**src/rtl/regbank_pkg.sv**
```systemverilog
// Shared definitions for the register-bank arbiter: state encoding, data width
// and the round-robin winner search.
package regbank_pkg;

    localparam int DW = 8;

    typedef enum logic [1:0] {
        ST_IDLE = 2'd0,
        ST_XFER = 2'd1,
        ST_ACK  = 2'd2
    } state_e;

    // First requester with req set, searching upward from last+1 (mod nreq);
    // the just-served requester is considered last. Caller guarantees |req.
    function automatic logic [1:0] rr_next(input logic [3:0]  req,
                                           input logic [1:0]  last,
                                           input int unsigned nreq);
        logic [1:0]  win;
        int unsigned idx;
        win = last;
        for (int unsigned k = nreq; k >= 1; k--) begin
            idx = (32'(last) + k) % nreq;
            if (req[idx[1:0]]) win = idx[1:0];
        end
        return win;
    endfunction

endpackage

```
**src/rtl/regbank_arbiter_if.sv**
```systemverilog
// Requester-side bus of the register-bank arbiter: per-requester request
// fields, one-hot grant/ack, shared read data and live register contents.
interface regbank_arbiter_if #(
    parameter int NREQ = 2,
    parameter int NREG = 4,
    parameter int AW   = 2
);
    import regbank_pkg::*;

    logic [NREQ-1:0]    req;
    logic [NREQ-1:0]    we;
    logic [NREQ*AW-1:0] addr;
    logic [NREQ*DW-1:0] wdata;
    logic [NREQ-1:0]    gnt;
    logic [NREQ-1:0]    ack;
    logic [DW-1:0]      rdata;
    logic [NREG*DW-1:0] reg_q;

    modport master (
        output req, we, addr, wdata,
        input  gnt, ack, rdata, reg_q
    );

    modport slave (
        input  req, we, addr, wdata,
        output gnt, ack, rdata, reg_q
    );

endinterface

```
**src/rtl/regbank_storage.sv**
```systemverilog
// Bank of NREG 8-bit write-enable registers sharing one data input; at most
// one bit of wr_en is expected high per cycle.
module regbank_storage
    import regbank_pkg::*;
#(
    parameter int NREG = 4
) (
    input  logic                clock,
    input  logic                reset,
    input  logic [NREG-1:0]     wr_en,
    input  logic [DW-1:0]       wdata,
    output logic [NREG*DW-1:0]  reg_q
);

    logic [NREG*DW-1:0] bank_d;
    logic [NREG*DW-1:0] bank_q;

    // NOTE: next-state starts as a copy of the current state so every path
    // assigns bank_d and no latch is inferred.
    always_comb begin
        bank_d = bank_q;
        for (int i = 0; i < NREG; i++) begin
            if (wr_en[i]) bank_d[i*DW +: DW] = wdata;
        end
    end

    // NOTE: the bank is small flop storage with a defined power-up value the
    // datapath relies on, so it is reset like any control flop (not a RAM).
    // NOTE: sequential state uses non-blocking assignments only.
    always_ff @(posedge clock) begin
        if (reset) bank_q <= '0;
        else       bank_q <= bank_d;
    end

    assign reg_q = bank_q;

endmodule

```
**src/rtl/regbank_arbiter.sv**
```systemverilog
// Round-robin arbiter and IDLE/XFER/ACK sequencer sharing one register bank
// between NREQ requesters; one transaction every three cycles.
module regbank_arbiter
    import regbank_pkg::*;
#(
    parameter int NREQ = 2,
    parameter int NREG = 4,
    parameter int AW   = 2
) (
    input  logic               clock,
    input  logic               reset,
    regbank_arbiter_if.slave   bus
);

    state_e            state_q, state_d;
    logic [NREQ-1:0]   gnt_q, gnt_d;
    logic [NREQ-1:0]   ack_q, ack_d;
    logic [DW-1:0]     rdata_q, rdata_d;
    logic [1:0]        last_q, last_d;
    logic [1:0]        win_q, win_d;
    logic              hold_we_q, hold_we_d;
    logic [AW-1:0]     hold_addr_q, hold_addr_d;
    logic [DW-1:0]     hold_wdata_q, hold_wdata_d;

    logic [NREG-1:0]   wr_en;
    logic [DW-1:0]     sel_data;
    logic [1:0]        pick;

    assign pick = rr_next(4'(bus.req), last_q, NREQ);

    // Out-of-range addresses match no register and therefore read as zero.
    always_comb begin
        sel_data = '0;
        for (int i = 0; i < NREG; i++) begin
            if (hold_addr_q == AW'(i)) sel_data = bus.reg_q[i*DW +: DW];
        end
    end

    always_comb begin
        state_d      = state_q;
        gnt_d        = gnt_q;
        ack_d        = ack_q;
        rdata_d      = rdata_q;
        last_d       = last_q;
        win_d        = win_q;
        hold_we_d    = hold_we_q;
        hold_addr_d  = hold_addr_q;
        hold_wdata_d = hold_wdata_q;
        wr_en        = '0;

        case (state_q)
            ST_IDLE: begin
                if (|bus.req) begin
                    for (int i = 0; i < NREQ; i++) begin
                        if (pick == 2'(i)) begin
                            gnt_d        = '0;
                            gnt_d[i]     = 1'b1;
                            hold_we_d    = bus.we[i];
                            hold_addr_d  = bus.addr[i*AW +: AW];
                            hold_wdata_d = bus.wdata[i*DW +: DW];
                        end
                    end
                    win_d   = pick;
                    state_d = ST_XFER;
                end
            end
            ST_XFER: begin
                // Gating with reset keeps an aborted write out of the bank.
                for (int i = 0; i < NREG; i++) begin
                    if (hold_addr_q == AW'(i)) wr_en[i] = hold_we_q & ~reset;
                end
                if (!hold_we_q) rdata_d = sel_data;
                ack_d   = gnt_q;
                state_d = ST_ACK;
            end
            ST_ACK: begin
                gnt_d   = '0;
                ack_d   = '0;
                last_d  = win_q;
                state_d = ST_IDLE;
            end
            default: begin
                gnt_d   = '0;
                ack_d   = '0;
                state_d = ST_IDLE;
            end
        endcase
    end

    always_ff @(posedge clock) begin
        if (reset) begin
            state_q      <= ST_IDLE;
            gnt_q        <= '0;
            ack_q        <= '0;
            rdata_q      <= '0;
            last_q       <= 2'(NREQ - 1);
            win_q        <= '0;
            hold_we_q    <= 1'b0;
            hold_addr_q  <= '0;
            hold_wdata_q <= '0;
        end else begin
            state_q      <= state_d;
            gnt_q        <= gnt_d;
            ack_q        <= ack_d;
            rdata_q      <= rdata_d;
            last_q       <= last_d;
            win_q        <= win_d;
            hold_we_q    <= hold_we_d;
            hold_addr_q  <= hold_addr_d;
            hold_wdata_q <= hold_wdata_d;
        end
    end

    regbank_storage #(.NREG(NREG)) u_storage (
        .clock (clock),
        .reset (reset),
        .wr_en (wr_en),
        .wdata (hold_wdata_q),
        .reg_q (bus.reg_q)
    );

    assign bus.gnt   = gnt_q;
    assign bus.ack   = ack_q;
    assign bus.rdata = rdata_q;

endmodule
```
**src/flat_wrapper.sv**
```systemverilog
// flat-port wrapper written by rule: the top's interface ports become plain ports
module regbank_arbiter_flat import regbank_pkg::*;
#(
    parameter int NREQ = 2,
    parameter int NREG = 4,
    parameter int AW   = 2
)
  (clock, reset, bus_req, bus_we, bus_addr, bus_wdata, bus_gnt, bus_ack, bus_rdata, bus_reg_q);
  regbank_arbiter_if #(.NREQ(NREQ), .NREG(NREG), .AW(AW)) bus_i ();
  input  logic clock;
  input  logic reset;
  input wire logic [$bits(bus_i.req)-1:0] bus_req;
  input wire logic [$bits(bus_i.we)-1:0] bus_we;
  input wire logic [$bits(bus_i.addr)-1:0] bus_addr;
  input wire logic [$bits(bus_i.wdata)-1:0] bus_wdata;
  output wire logic [$bits(bus_i.gnt)-1:0] bus_gnt;
  output wire logic [$bits(bus_i.ack)-1:0] bus_ack;
  output wire logic [$bits(bus_i.rdata)-1:0] bus_rdata;
  output wire logic [$bits(bus_i.reg_q)-1:0] bus_reg_q;
  assign bus_i.req = bus_req;
  assign bus_i.we = bus_we;
  assign bus_i.addr = bus_addr;
  assign bus_i.wdata = bus_wdata;
  assign bus_gnt = bus_i.gnt;
  assign bus_ack = bus_i.ack;
  assign bus_rdata = bus_i.rdata;
  assign bus_reg_q = bus_i.reg_q;
  regbank_arbiter #(.NREQ(NREQ), .NREG(NREG), .AW(AW)) u_core (.clock(clock), .reset(reset), .bus(bus_i));
endmodule
```
**config.mk**
```make
export PLATFORM = sky130hd
export DESIGN_NAME = regbank_arbiter_flat
export DESIGN_NICKNAME = d
export VERILOG_FILES = /design/src/rtl/regbank_pkg.sv /design/src/rtl/regbank_arbiter_if.sv /design/src/rtl/regbank_storage.sv /design/src/rtl/regbank_arbiter.sv /design/src/flat_wrapper.sv
export SDC_FILE = /design/constraint.sdc
export NUM_CORES = 1
export LEC_CHECK = 0
export BUFFER_PORTS_ARGS = -buffer_cell sky130_fd_sc_hd__buf_2
export CAP_MARGIN = 20
export CORE_MARGIN = 2
export CORE_UTILIZATION = 40
export DETAILED_ROUTE_END_ITERATION = 16
export PLACE_DENSITY = 0.65
export SLEW_MARGIN = 15
export SYNTH_ARGS = -nofsm -noshare
export SYNTH_HDL_FRONTEND = slang
export SYNTH_SLANG_ARGS = --single-unit
```
**constraint.sdc**
```tcl
create_clock -name clock -period 1.3 [get_ports clock]
set_input_delay 0.065 -clock clock [delete_from_list [all_inputs] [get_ports clock]]
set_output_delay 0.065 -clock clock [all_outputs]
set_load 0.01 [all_outputs]
```
==> run summary <==
Clock-pin slew was measured on the worst setup and hold paths at 0.06 ns. The utilization of the core after routing was 55.0%; the number of clock sinks was 59. For the net count of the mapped netlist, the log shows 324. The synthesized netlist occupies a cell area of 2580 um2. The floorplan step set the die width to 84.4 um.

Once detail routing completed, the nets flagged for antenna violations numbered 0. The combined area of the multi-input logic cells came out at 1360 um2. By area the synthesized netlist is led by dfxtp_1, nand3_1, a21oi_1, mux4_2, o21ai_0.

Averaged over all synthesized cells, the footprint is 8.67 um2. The final setup skew is 0.00544 ns. In this run, synthesis inferred 0 flip-flops with an integrated enable. Static timing analysis puts the maximum clock frequency at 718 MHz. The highest cell delay on the worst timing path works out to 0.54 ns.

The run finished, with violations left. The global-route congestion overflow total was 0. The final layout contains routed wiring with a total length of 7240 um. Using the TritonRoute via totals, the vias-per-cell ratio works out to 5.52. Dividing total power by cell area gives a power density of 1090 nW/um2. Detailed placement finished with a half-perimeter wire length of 4670 um.

In the routed design, unresolved DRC markers number 0. VDD sags by at most 0.720 mV. The worst setup path is captured at a register. The number of top-level design ports was 70; the wire length of the first global-routing pass was 11500 um. The setup path with the least slack is of type register to register. The die height works out to 84.4 um. Across every metal layer, demand over resource in global routing totals 20.5%.

Registers take 1190 um2. After the last flow step, the layout net total stands at 405. The tools report the cell at the root of the clock tree as clkbuf_8. Yosys instantiated no cell more often than dfxtp_1. The run gives 1.33 nW as the leakage dissipation. Synthesis inferred 59 register bits.

Slowest stage cell on the critical path: or4b_4. For this configuration, the core starts out at a cell density of 40.9%. The share of synthesized registers carrying an async set or reset was 0%.

The tools report the number of global-route vias before repair as 2298. The largest net degree at the start of global routing is 60. The layout has 603 filler cells. For this run, the number of Yosys warnings is 0.

Minimum period implied by the final worst setup slack: 1.39 ns. The number of buffer and inverter stages on the critical path is 1. The worst setup path is launched from a register. The run gives 7120 um2 as the area enclosed by the die boundary.

For the pin with the worst max-slew slack, the measured transition is 0.697 ns. The sequential element share of the synthesized area was 45.7%; the final cell count without fillers was 459. The synthesis-to-layout area growth is 34.3%, and the routed length per instance is 15.8 um. The final reports fail on negative setup slack.

The number of H-tree levels came out at 3. Summed over all failing endpoints, the final setup total negative slack is -1.96 ns. Buffers placed on the I/O ports in this run total 69. The clock passes through at most 2 buffers. The post-route fraction of the period consumed by the critical path is 107%. The repair_antennas step left the layout with diodes totalling 0. Measured against its own limit, the worst slew margin works out to 53.4%.

The biggest area contributor in the post-synthesis netlist is dfxtp_1. For the worst setup path, the data required time is 1.49 ns. The most used flip-flop cell after synthesis is dfxtp_1.

The run gives 0 as the number of hold violations in the final report. Class of the most critical hold timing path: primary input to register. The run gives 0 as the number of antenna violations at the first check in global routing. The run gives 0 as the max-capacitance violation count.

The run gives 9 as the number of buffers inserted during clock tree synthesis. The logs give -0.0935 ns for the least setup slack across all paths after layout and 4 for the detailed-router iteration count before antenna repair. Along the worst path, the maximum fanout reaches 8.

At the later pin of the worst-skew pair, clock insertion delay measures 0.34 ns. The logs give 32 for the number of distinct library cells after synthesis and 2533 for the total number of vias. The total number of placement rows was 29. The area fraction of the dominant cell type after synthesis works out to 45.7%. The run gives 1.58 ns as the arrival time of the worst setup path. In this run, the number of DRC markers left after iteration 0 of detailed routing was 194. Final RePlAce weighted congestion: 0.830. The critical path goes through or4b_4 -> buf_8 -> o21ai_1 -> a21oi_1. Of the cells placed in the final design, the portion with a size suffix greater than 1 is 36.6%. The logs give 6310 um2 for the standard cell core area and 433 for the cell count after placement. The run gives 40 as the final setup violation count. TritonCTS built the clock tree. Setup repair after global routing could not meet its margin everywhere.

The max-slew violation count is 0. In this design, the largest share of critical-path delay is due to simple AND/OR/NAND/NOR gates. By count the netlist is led by dfxtp_1, nand3_1, a21oi_1. After technology mapping, the gate count stands at 298.
[kinds of logic after synthesis]
family                 Yosys count  synth area share, %
AO/OA/AOI/OAI                  100                 20.3
AND/OR/NAND/NOR                 97                 20.6
buffers and inverters           32                 5.67
multiplexers                    10                 7.75
flip-flops                      59                 45.7
[power by group]
part           internal [W]  switching, W
sequential          0.00186     0.0000577
combinational      0.000241      0.000294
clock              0.000674      0.000661
total               0.00277       0.00101
[registers in the layout (all words and copies together) (netlist names)]
signal	count
u_core.u_storage.reg_q	32
u_core.bus.rdata	8
u_core.hold_wdata_q	8
u_core.bus.ack	2
u_core.bus.gnt	2
u_core.hold_addr_q	2
u_core.state_q	2
u_core.hold_we_q	1
u_core.last_q	1
u_core.win_q	1
[worst reg2reg max path, stage by stage (launching register included)]
cell     delay [ns]
dfxtp_2        0.33
or4b_4         0.54
buf_8          0.17
o21ai_1        0.13
a21oi_1        0.09
[timing repair]
action	in CTS	in global routing
gates resized for setup	24	26
setup endpoints to repair	51	50
gates cloned	3	0
endpoints found under the hold margin	4	0
pin swaps	0	13
hold buffers	5	0
setup buffers	0	4
[metal layers]
| metal | track usage (%) | part of all wire, % | vias to the layer above |
|---|---|---|---|
| li1 | - | - | 1261 |
| met1 | 27.6 | 47 | 1176 |
| met2 | 31.7 | 46 | 85 |
| met3 | 5.31 | 5.6 | 11 |
| met4 | 7.79 | 1.4 | 0 |
| met5 | 0 | 0 | - |
[area by class of cell]
class	instances	share of cell area, %
timing repair buffer	101	19.5
clock buffer	14	4.11
tap	77	2.78
sequential	59	34.2
multi-input combinational	207	39.3
inverter	1	0.108
[final timing paths]
check	slack [ns]	depth (start not counted)	end	startpoint
worst max-delay path	-0.09	4	u_core.u_storage.reg_q[18]$_SDFFE_PP0P_	u_core.hold_addr_q[0]$_SDFFE_PP0P_
worst min-delay path	0.002	3	u_core.hold_addr_q[0]$_SDFFE_PP0P_	bus_addr[0]
worst max register to register	-0.09	4	u_core.u_storage.reg_q[18]$_SDFFE_PP0P_	u_core.hold_addr_q[0]$_SDFFE_PP0P_
worst min register to register	0.45	2	u_core.bus.rdata[4]$_SDFFE_PP0P_	u_core.bus.rdata[4]$_SDFFE_PP0P_
[layout by cell type (no fill, tap or decap), drive strengths merged, types with 6 or more instances in the layout]
cell and n:
clkbuf 14, mux4 8, o21ai 44, a21oi 42
nand2 18, nand4 11, buf 96, dfxtp 59
nand3 44, a31oi 11, nor3 6
[stage by stage]
step                      cell area, um2  setup slack, ns  total power [W]  hold slack (ns)
after floorplan                     2590          -0.0866          0.00222            0.228
after global placement              3080          -0.0943          0.00240            0.348
after detailed placement            3080           -0.147          0.00240            0.351
after CTS                           3340          -0.0791          0.00377         0.000361
after global routing                3470           -0.145          0.00395          0.00467
final                               3470          -0.0935          0.00379          0.00161
(Power assumes the default switching activity.)
